<file path="config.mk">
export PLATFORM = sky130hd
export DESIGN_NAME = purse_controller
export DESIGN_NICKNAME = d
export VERILOG_FILES = /design/src/rtl/purse_controller.sv
export SDC_FILE = /design/constraint.sdc
export NUM_CORES = 1
export LEC_CHECK = 0
export CAP_MARGIN = 20
export CORE_MARGIN = 8
export CORE_UTILIZATION = 40
export DETAILED_ROUTE_END_ITERATION = 16
export RECOVER_POWER = 50
export SLEW_MARGIN = 20
export SYNTH_ARGS = -nofsm -noshare
export SYNTH_HDL_FRONTEND = slang
export SYNTH_SLANG_ARGS = --single-unit
</file>
<file path="constraint.sdc">
create_clock -name clk -period 14.97 [get_ports clk]
set_clock_uncertainty 0.2 [all_clocks]
set_input_delay 2.2455 -clock clk [delete_from_list [all_inputs] [get_ports clk]]
set_output_delay 2.2455 -clock clk [all_outputs]
set_load 0.02 [all_outputs]
</file>
<file path="src/rtl/purse_controller.sv">
// Purse controller: accrues periodic income into a level-capped balance and
// arbitrates unit purchases and purse upgrades against it, one result per request.
`timescale 1ns/1ps
module purse_controller #(
  parameter int MONEY_W  = 15,
  parameter int TICK_DIV = 10_000_000,
  parameter int INC_BASE = 5,
  parameter int INC_STEP = 3
) (
  input  logic               clk,
  input  logic               rst,
  input  logic               en,
  input  logic               spend_req,
  input  logic [MONEY_W-1:0] spend_amt,
  input  logic               upgrade_req,
  output logic               spend_ack,
  output logic               spend_nak,
  output logic               upgrade_ack,
  output logic               upgrade_nak,
  output logic [MONEY_W-1:0] money,
  output logic [2:0]         level,
  output logic [MONEY_W-1:0] max_money,
  output logic [MONEY_W-1:0] upgrade_cost,
  output logic               full
);

  localparam int DIV_W = (TICK_DIV > 2) ? $clog2(TICK_DIV) : 1;
  localparam int SUM_W = MONEY_W + 1;

  function automatic logic [MONEY_W-1:0] cap_of(input logic [2:0] lv);
    logic [MONEY_W-1:0] c;
    c = MONEY_W'(100);
    case (lv)
      3'd0: c = MONEY_W'(100);
      3'd1: c = MONEY_W'(300);
      3'd2: c = MONEY_W'(500);
      3'd3: c = MONEY_W'(1000);
      3'd4: c = MONEY_W'(2000);
      3'd5: c = MONEY_W'(4000);
      3'd6: c = MONEY_W'(6000);
      3'd7: c = MONEY_W'(10000);
      default: c = MONEY_W'(100);
    endcase
    return c;
  endfunction

  function automatic logic [MONEY_W-1:0] cost_of(input logic [2:0] lv);
    logic [MONEY_W-1:0] c;
    c = MONEY_W'(100);
    case (lv)
      3'd0: c = MONEY_W'(100);
      3'd1: c = MONEY_W'(200);
      3'd2: c = MONEY_W'(400);
      3'd3: c = MONEY_W'(600);
      3'd4: c = MONEY_W'(1000);
      3'd5: c = MONEY_W'(2000);
      3'd6: c = MONEY_W'(4000);
      3'd7: c = MONEY_W'(8000);
      default: c = MONEY_W'(100);
    endcase
    return c;
  endfunction

  // Clamp the one-bit-wider balance to the cap of the level being entered.
  function automatic logic [MONEY_W-1:0] sat_money(input logic [SUM_W-1:0]   sum,
                                                   input logic [MONEY_W-1:0] cap);
    return (sum > {1'b0, cap}) ? cap : sum[MONEY_W-1:0];
  endfunction

  logic [DIV_W-1:0]   div_p1;
  logic [MONEY_W-1:0] money_p1;
  logic [2:0]         level_p1;
  logic               spend_ack_p1, spend_nak_p1, upgrade_ack_p1, upgrade_nak_p1;

  logic               tick;
  logic [SUM_W-1:0]   income;
  logic               spend_ok, upgrade_ok;
  logic [2:0]         level_nx;
  logic [MONEY_W-1:0] debit;
  logic [SUM_W-1:0]   sum;
  logic [MONEY_W-1:0] money_nx;

  always_comb begin
    max_money    = cap_of(level_p1);
    upgrade_cost = (level_p1 == 3'd7) ? '0 : cost_of(level_p1);
    full         = (money_p1 == max_money);

    tick   = en && (div_p1 == DIV_W'(TICK_DIV - 1));
    income = tick ? (SUM_W'(INC_BASE) + SUM_W'(level_p1) * SUM_W'(INC_STEP)) : '0;

    // Spend wins a same-cycle collision, so an upgrade needs spend_req low.
    spend_ok   = en && spend_req && (spend_amt <= money_p1);
    upgrade_ok = en && upgrade_req && !spend_req && (level_p1 != 3'd7) &&
                 (upgrade_cost <= money_p1);

    level_nx = upgrade_ok ? (level_p1 + 3'd1) : level_p1;
    debit    = spend_ok ? spend_amt : (upgrade_ok ? upgrade_cost : '0);
    sum      = {1'b0, money_p1} - {1'b0, debit} + income;
    money_nx = sat_money(sum, cap_of(level_nx));
  end

  // Stage p1: balance, level, tick divider and result pulses.
  always_ff @(posedge clk or posedge rst) begin
    if (rst) begin
      div_p1         <= '0;
      money_p1       <= '0;
      level_p1       <= '0;
      spend_ack_p1   <= 1'b0;
      spend_nak_p1   <= 1'b0;
      upgrade_ack_p1 <= 1'b0;
      upgrade_nak_p1 <= 1'b0;
    end else begin
      if (en) begin
        div_p1 <= (div_p1 == DIV_W'(TICK_DIV - 1)) ? '0 : (div_p1 + DIV_W'(1));
      end
      money_p1       <= money_nx;
      level_p1       <= level_nx;
      spend_ack_p1   <= spend_ok;
      spend_nak_p1   <= spend_req && !spend_ok;
      upgrade_ack_p1 <= upgrade_ok;
      upgrade_nak_p1 <= upgrade_req && !upgrade_ok;
    end
  end

  assign money       = money_p1;
  assign level       = level_p1;
  assign spend_ack   = spend_ack_p1;
  assign spend_nak   = spend_nak_p1;
  assign upgrade_ack = upgrade_ack_p1;
  assign upgrade_nak = upgrade_nak_p1;

endmodule

</file>
After elaboration in Yosys (flattened, before gate mapping). Memory sizes are Yosys's and may differ from the RTL's. Cells that the tools add are included.

Add/sub/neg operators: 5. Multiply operators: 1. Order comparisons: 3. Eq/ne operators: 4. Mux-type cells: 7. Reductions and logical operators: 12.

Operators with widths (number): 15-bit 2-to-1 mux (4); 15-bit less-or-equal comparator (2); 24-bit by 1-bit adder with 24-bit output (second input constant) (1); 24-bit == test (second input constant) (1); 24-bit 2-to-1 mux (1); 16-bit by 6-bit adder with 16-bit output (1); 16-bit by 15-bit > comparator with 1-bit output (1); 15-bit by 15-bit subtractor with 16-bit output (1); 15-bit == test (1); 1-bit logical AND (9); 3-bit by 5-bit adder with 6-bit output (first input constant) (1); 6-bit 2-to-1 mux (1); 3-bit by 2-bit multiplier with 5-bit output (second input constant) (1); 3-bit by 1-bit adder with 3-bit output (second input constant) (1); 3-bit == test (second input constant) (1); 1-bit logical NOT (3); 3-bit 2-to-1 mux (1); 3-bit inequality test (second input constant) (1).

Register bits: 46. Bits in read-only memories: 280. Input port bits: 20. Output and inout bits: 53. Logic and storage cells: 42. Memories: 3.

Memories: (name not given) (words 8, width 12, read ports 1, clocked after memory_dff 0, wr ports 0, RTL line 33) `case (lv)`; (name not given) (words 8, width 12, read ports 1, clocked after memory_dff 0, wr ports 0, RTL line 33); (name not given) (words 8, width 11, read ports 1, clocked after memory_dff 0, wr ports 0, RTL line 50) `case (lv)`.

Longest topological paths before layout.
Word-level depth: 10. Depth in mapped cells: 32. Mapped depth without buffers: 30.

Worst setup path after synthesis. OpenSTA, ideal clock, no wires.

Path type: input port to flip-flop. From: input spend_amt[1]. To: register money_p1[10], in the netlist money[10]. Setup time: 0.125 ns. Data arrival time: 8.004 ns. Setup slack: 6.641 ns. Cell stages on the path: 28. Cell sequence: ha_1 nor2b_1 o21a_1 o21a_1 o21a_1 o21ai_0 a21oi_1 o31ai_1 clkbuf_1 a22oi_1 ha_1 ha_1 o21a_1 nor2_1 o31ai_1 o31ai_2 or2b_1 a21oi_1 xor2_1 inv_1 ha_1 nand4_1 or3_1 o21ai_0 o21ai_0 a311oi_2 buf_6 mux2_4.

Longest elaborated chain between the ends: 7.

RTL lines: start, declared (RTL line 14) `input logic [MONEY_W-1:0] spend_amt,`; 15-bit less-or-equal comparator (*) (RTL line 92) `spend_ok = en && spend_req && (spend_amt <= money_p1);`; 1-bit logical AND (*) (RTL line 92); net spend_ok (RTL line 77) `logic spend_ok, upgrade_ok;`; 15-bit 2-to-1 mux (*) (RTL line 97) `debit = spend_ok ? spend_amt : (upgrade_ok ? upgrade_cost : '0);`; 15-bit by 15-bit subtractor with 16-bit output (*) (RTL line 98) `sum = {1'b0, money_p1} - {1'b0, debit} + income;`; 16-bit by 6-bit adder with 16-bit output (*) (RTL line 98); 16-bit by 15-bit > comparator with 1-bit output (RTL line 67) `return (sum > {1'b0, cap}) ? cap : sum[MONEY_W-1:0];`; 15-bit 2-to-1 mux (*) (RTL line 67); net money_nx[10] (RTL line 81) `logic [MONEY_W-1:0] money_nx;`; end signal, assigned (RTL line 116) `money_p1 <= money_nx;`; end, declared (RTL line 71) `logic [MONEY_W-1:0] money_p1;`.

The timed path passes the listed nets; every way through them passes the cells marked *. A chain may end at the register's enable or synchronous reset.

Final worst setup path.
From: input spend_amt[1]. To: register money_p1[4], in the netlist money[4].

Longest elaborated chain between the ends: 7.

RTL lines (RTL line): 15-bit less-or-equal comparator (92); 1-bit logical AND (92); 15-bit 2-to-1 mux (*) (97); 15-bit by 15-bit subtractor with 16-bit output (*) (98); 16-bit by 6-bit adder with 16-bit output (*) (98); 16-bit by 15-bit > comparator with 1-bit output (67); 15-bit 2-to-1 mux (*) (67); net money_nx[4] (81).

Marked as above.

==> impl_results.md <==
* Min-delay worst type: flop to flop
* Dominant synthesized flop cell: dfrtp_1
* Post-Synth XOR/XNOR Area at 8.44%
* FFs w/ async S/R, synth at 100%
* DIE AREA at between 15000 and 20000 um2
* Worst path buffer plus inverter count at 4
* Max-Cap Viols at 1
* Post-Synth Adder-Cell Area at about a quarter
* Cells resized by post-CTS repair at 0
* Avg WL per Cell at 17.4 um
* Setup_tns at 0 ns
* Vias in the first global route at 3866
* Setup violators final at 0
* Maximum VDD drop at 0.173 mV
* Period minus WS final at roughly 9.6 ns
* FMAX at 105 MHz
* Antenna Cells at 0
* First-pass GRT wire length at between 20000 and 25000 um
* Max Buffers Root-to-Sink at 2
* Post-route core utilization at 49.0%
* CP Max Fanout at 16
* IO Port Bufs at 64
* Final instance area at 5600 um2
* Hold_buf cts at 0
* H-tree Lvls at 2
* Fin. Hold Viols at 0
* Final #Nets at 692
* Final WS setup at about 5.4 ns
* DR pass1 iterations at 5
* Synthesized flop and latch total at 46
* Sequential-to-total area share from yosys stat at 24.6%
* Largest net degree at the start of global routing at 47
* Total power at roughly 1.5 mW
* Slew Viols, Final at 47
* Crit path DAT at about 9.5 ns
* I/O pin total at 73
* Lkg Pwr at roughly 2.6 nW
* Via/cell ratio at approximately 5.4
* CP startpoint kind: input pin
* Least-Margin Pin Slew at 2.13 ns
* DP Wirelength at 10400 um
* Syn. warnings at 0
* Setup Buffers After CTS at 0
* Failing checks: max-capacitance violations, max-slew violations
* Tot GR Track Use at 17.0%
* CTS Buf Count at 5
* Post-synth EDFFs at 0
* GRT overflow at 0
* Finished Layout Cells at 730
* Required @ worst endpoint at between 10 and 15 ns
* Max-slew headroom at -42.7%
* Core area at ~11000 um2
* Synth cell types at 62
* RSZ-0062 raised after global routing: no
* Syn avg cell area at between 8 and 9 um2
* Mapped cell area at 4670 um2
* Number of cells after detailed placement at approximately 720
* DR vias at 3910
* GP Congestion at 0.898
* Post-synthesis compound-gate area fraction at 15.0%
* CTS tree: yes
* Initial DRC Count at approximately 220
* Rows at 39
* Die width at between 100 and 150 um
* Largest family of logic cells by synthesized area: adder cells
* CP endpoint kind: flop
* Initial Util at 40.9%
* Tcrit/Tclk final at a little under two thirds
* Later-pin clock latency in the skew report at approximately 0.3 ns
* DRC violations left at 0
* Clock sink count at 46
* Critical-path top delay cell: o31ai_4
* Simple-gate area share of the yosys netlist at 17.2%
* Post-synthesis mux area share at 4.31%
* Post-Syn Instances at 523
* Post-Route WL at 12700 um
* Area Growth Syn to Fin at 19.9%
* Layout cell share with drive strength beyond 1 at 4.94%
* Crit-path max cell delay at around 0.65 ns
* PwrDens at between 200 and 300 nW/um2
* Cell family with most CP delay: compound AO/OA/AOI/OAI gates
* Critical path class: input pin to flop
* Worst-path clk slew at 0.07 ns
* Initial antenna violation count at 0
* Remaining antenna violation count after routing at 0
* Placed inst area at 5440 um2
* Hold slack at 0.288 ns
* Pre-CTS WS at 4.86 ns
* Chip Height at ~120 um
* Root buffer cell: clkbuf_16
* Status: finished with violations
-- cells by family after synthesis --
kind of cell,count (synthesis)
AND/OR/NAND/NOR,161
adder cells (fa/ha/maj),86
multiplexers,18
AO/OA/AOI/OAI,99
XOR/XNOR,45
buffers and inverters,67
flip-flops,46
other,1
-- cells in the final DEF, fill, tap and decap left out, types with 4 or more instances in the layout --
cell and instances:
a21o_1 15, a21oi_1 20, a22oi_1 10, and2_1 7, and3_1 7, clkbuf_16 5, clkdlybuf4s50_1 44, conb_1 9
dfrtp_1 46, dlygate4sd3_1 20, fa_1 6, ha_1 80, inv_1 46, mux2_2 5, mux2i_1 10, nand2_1 43
nand2b_1 5, nand3_1 17, nand4_1 7, nor2_1 40, nor2b_1 9, nor3_1 6, nor4_1 4, o211ai_1 5
o21a_1 6, o21ai_0 15, xnor2_1 28, xor2_1 17
-- worst paths after layout --
| kind | startpoint | endpoint | slack, ns | cells past startpoint |
|---|---|---|---|---|
| worst max-delay path | spend_amt[1] | money[4] | 5.42 | 29 |
| worst min-delay path | div_p1[6] | div_p1[6] | 0.29 | 1 |
| worst max register to register | level[2] | money[4] | 5.89 | 28 |
| worst min register to register | div_p1[6] | div_p1[6] | 0.29 | 1 |
| max in group asynchronous | rst | money[5] | 10.84 | 2 |
| min in group asynchronous | rst | div_p1[2] | 2.77 | 2 |
-- layout make-up --
class / count / area [um2]
clock inverters: 1 / 8.76
fillers: 1083 / 5820
well taps: 143 / 179
clock buffers: 7 / 143
repair buffers: 67 / 663
multi-input cells: 418 / 3270
flip-flops and latches: 46 / 1150
inverters: 48 / 181
-- flip-flops by register name, summed over array words and instances, names as in the netlist --
register,count
div_p1,24
spend_ack,1
upgrade_nak,1
upgrade_ack,1
money,15
level,3
spend_nak,1
-- Yosys cell counts, drive strengths merged (2+ instances only) --
library cell  number  area, um2
nor4               4       25.0
nand2             43        161
a21o              15        113
nor2              40        150
buf               12       87.6
ha                80       1000
nand3             17       85.1
a21boi             2       15.0
dfrtp             46       1150
nand4b             2       17.5
clkbuf             7       26.3
and4               2       17.5
inv               47        176
xnor2             28        245
mux2               8        101
nand4              7       43.8
mux2i             10        100
o21a               6       45.0
a22oi             10       75.1
fa                 6        120
o211ai             5       37.5
nor4b              2       17.5
xor2              17        149
o21bai             3       22.5
a2111oi            3       27.5
and3               7       43.8
o21ai             17       88.8
nor3               6       30.0
nor2b             10       70.1
a311oi             2       23.8
nand3b             3       22.5
a211oi             3       27.5
a21oi             20        100
or3                3       20.0
nand2b             5       31.3
o31ai              4       35.0
and2               7       43.8
a31oi              2       12.5
-- metal layers --
metal / up-vias / track usage [%] / part of all wire [%]
li1: 1940 / - / -
met1: 1865 / 23.2 / 49
met2: 93 / 27.3 / 45
met3: 12 / 2.67 / 4.9
met4: 0 / 4.46 / 1.4
met5: - / 0 / 0
-- where the power goes --
part	switching (mW)	total [mW]	internal, mW
logic	0.632	1.14	0.506
clock network	0.0502	0.117	0.0673
registers	0.0567	0.213	0.156
total	0.739	1.47	0.729
(Power assumes the default switching activity.)
==> edit, RTL diff (same settings) <==
The parameter `MONEY_W` goes from 15 to 30.
--- a/src/rtl/purse_controller.sv
+++ b/src/rtl/purse_controller.sv
@@ -4,3 +4,3 @@
 module purse_controller #(
-  parameter int MONEY_W  = 15,
+  parameter int MONEY_W  = 30,
   parameter int TICK_DIV = 10_000_000,
Ports: changed (resized max_money, money, spend_amt and upgrade_cost); port bits go from 73 to 133. No check against the original RTL was run, so the function may have changed too.
==> edit against the unedited design <==
The run still ends with max-capacitance violations, max-slew violations left; area after synthesis is 57% higher; register-to-register slack improved by 60 ps; count of clock-buffer cells in the layout is 4 higher; critical path depth is 6 higher; hold slack got worse by 6.2 ps; worst setup slack lost 200 ps; power increased by 21%; sequential cell count up 15; wire length grew 74%; die area increased by 49%; design area increased by 55%.
==> edit: results (changes against the unedited design) <==
Hpwl dp: 18200 um (was 10400 um)
Global-route wire length before repair: 33900 um (was 20500 um)
Failing checks: max-capacitance violations, max-slew violations (unchanged)
Clk_lat worst skew: 340 ps (was 300 ps)
Via/cell ratio: 5.44 (was 5.36)
LEAKAGE: 4.05 nW (was 2.64 nW)
Critical R2R Launch: level[1] (was level[2])
Max Cap Violations: 1 (unchanged)
Htree depth: 3 (was 2)
Synth top area cells: ha_1, dfrtp_1, buf_4, inv_1, xnor2_1 (was dfrtp_1, ha_1, xnor2_1, inv_1, nand2_1)
Switch Pwr: 901 uW (was 739 uW)
CP max stage cell: clkdlybuf4s50_1 (was o31ai_4)
CP startpoint: spend_amt[9] (was spend_amt[1])
GRT met1 Usage: 26.7% (was 23.2%)
Post-synthesis area per instance: 8.51 um^2 (was 8.93 um^2)
Final net count: 1131 (was 692)
Slew @ Worst Pin: 3380 ps (was 2130 ps)
Met2 usage: 30.2% (was 27.3%)
Mux share of post-synthesis cell area: 4.09% (was 4.31%)
Crit path max fanout: 24 (was 16)
Status: finished with violations (unchanged)
Buffers on Ports: 94 (was 64)
Final Non-Filler Cells: 1195 (was 730)
Register area share after synthesis: 20.8% (was 24.6%)
Post-Synth XOR/XNOR Area: 5.60% (was 8.44%)
Mean routed wirelength per cell: 18.5 um (was 17.4 um)
Total CTS buffers: 9 (was 5)
Fin. max-slew vios: 62 (was 47)
Worst hold start: div_p1[4] (was div_p1[6])
CP max stage delay: 500 ps (was 650 ps)
Synth Area in Adders: 23.5% (was 24.0%)
Post-place instance area: 0.00839 mm^2 (was 0.00544 mm^2)
Drt first-iter violations: 463 (was 219)
edit: changes by cell type after synthesis, moves of 8 or more:
cell      before  now
ha_1          80  127
inv_1         47   75
a21o_1        15   27
clkbuf_1       7   15
nor2_1        40   49
nor3_1         6   19
buf_4          9   39
nor4_1         4   13
nand4_1        7   28
dfrtp_1       46   61
nand2_1       43   70
o21ai_0       15   27
a21oi_1       20   53
edit: power by group through the flow:
stage	logic, mW	registers (mW)	clock network [mW]
2_1_floorplan	0.918	0.257	0
3_3_place_gp	1.30	0.258	0
3_5_place_dp	1.29	0.256	0
4_1_cts	1.31	0.254	0.218
5_1_grt	1.45	0.260	0.224
6_report	1.31	0.254	0.214
edit: final cells by class:
cell class / count / area [um^2]
Timing Repair Buffer: 97 / 960
Tap cell: 229 / 287
Inverter: 77 / 289
Clock inverter: 4 / 47.5
Sequential cell: 61 / 1530
Multi-Input combinational cell: 716 / 5330
Clock buffer: 11 / 253
Fill cell: 1756 / 9340
edit: worst paths after layout:
check | to | slack (ps) | cells past startpoint
worst max-delay path | money[3] | 5220 | 35
worst min-delay path | div_p1[4] | 280 | 1
worst max register to register | money[3] | 5950 | 32
worst min register to register | div_p1[4] | 280 | 1
max in group asynchronous | money[11] | 9200 | 3
min in group asynchronous | div_p1[13] | 3450 | 3
edit: metrics by stage:
stage	util (%)	total power, mW
2_1_floorplan	-	1.17
6_report	48.2	1.78
3_5_place_dp	46.6	1.55
4_1_cts	48.2	1.78
3_3_place_gp	46.6	1.55
5_1_grt	48.2	1.93
edit: layer usage:
metal | wire length [um] | vias to the layer above
met5 | 0 | -
met4 | 391 | 0
met2 | 10100 | 207
li1 | - | 3201
met1 | 10400 | 3072
met3 | 1250 | 25
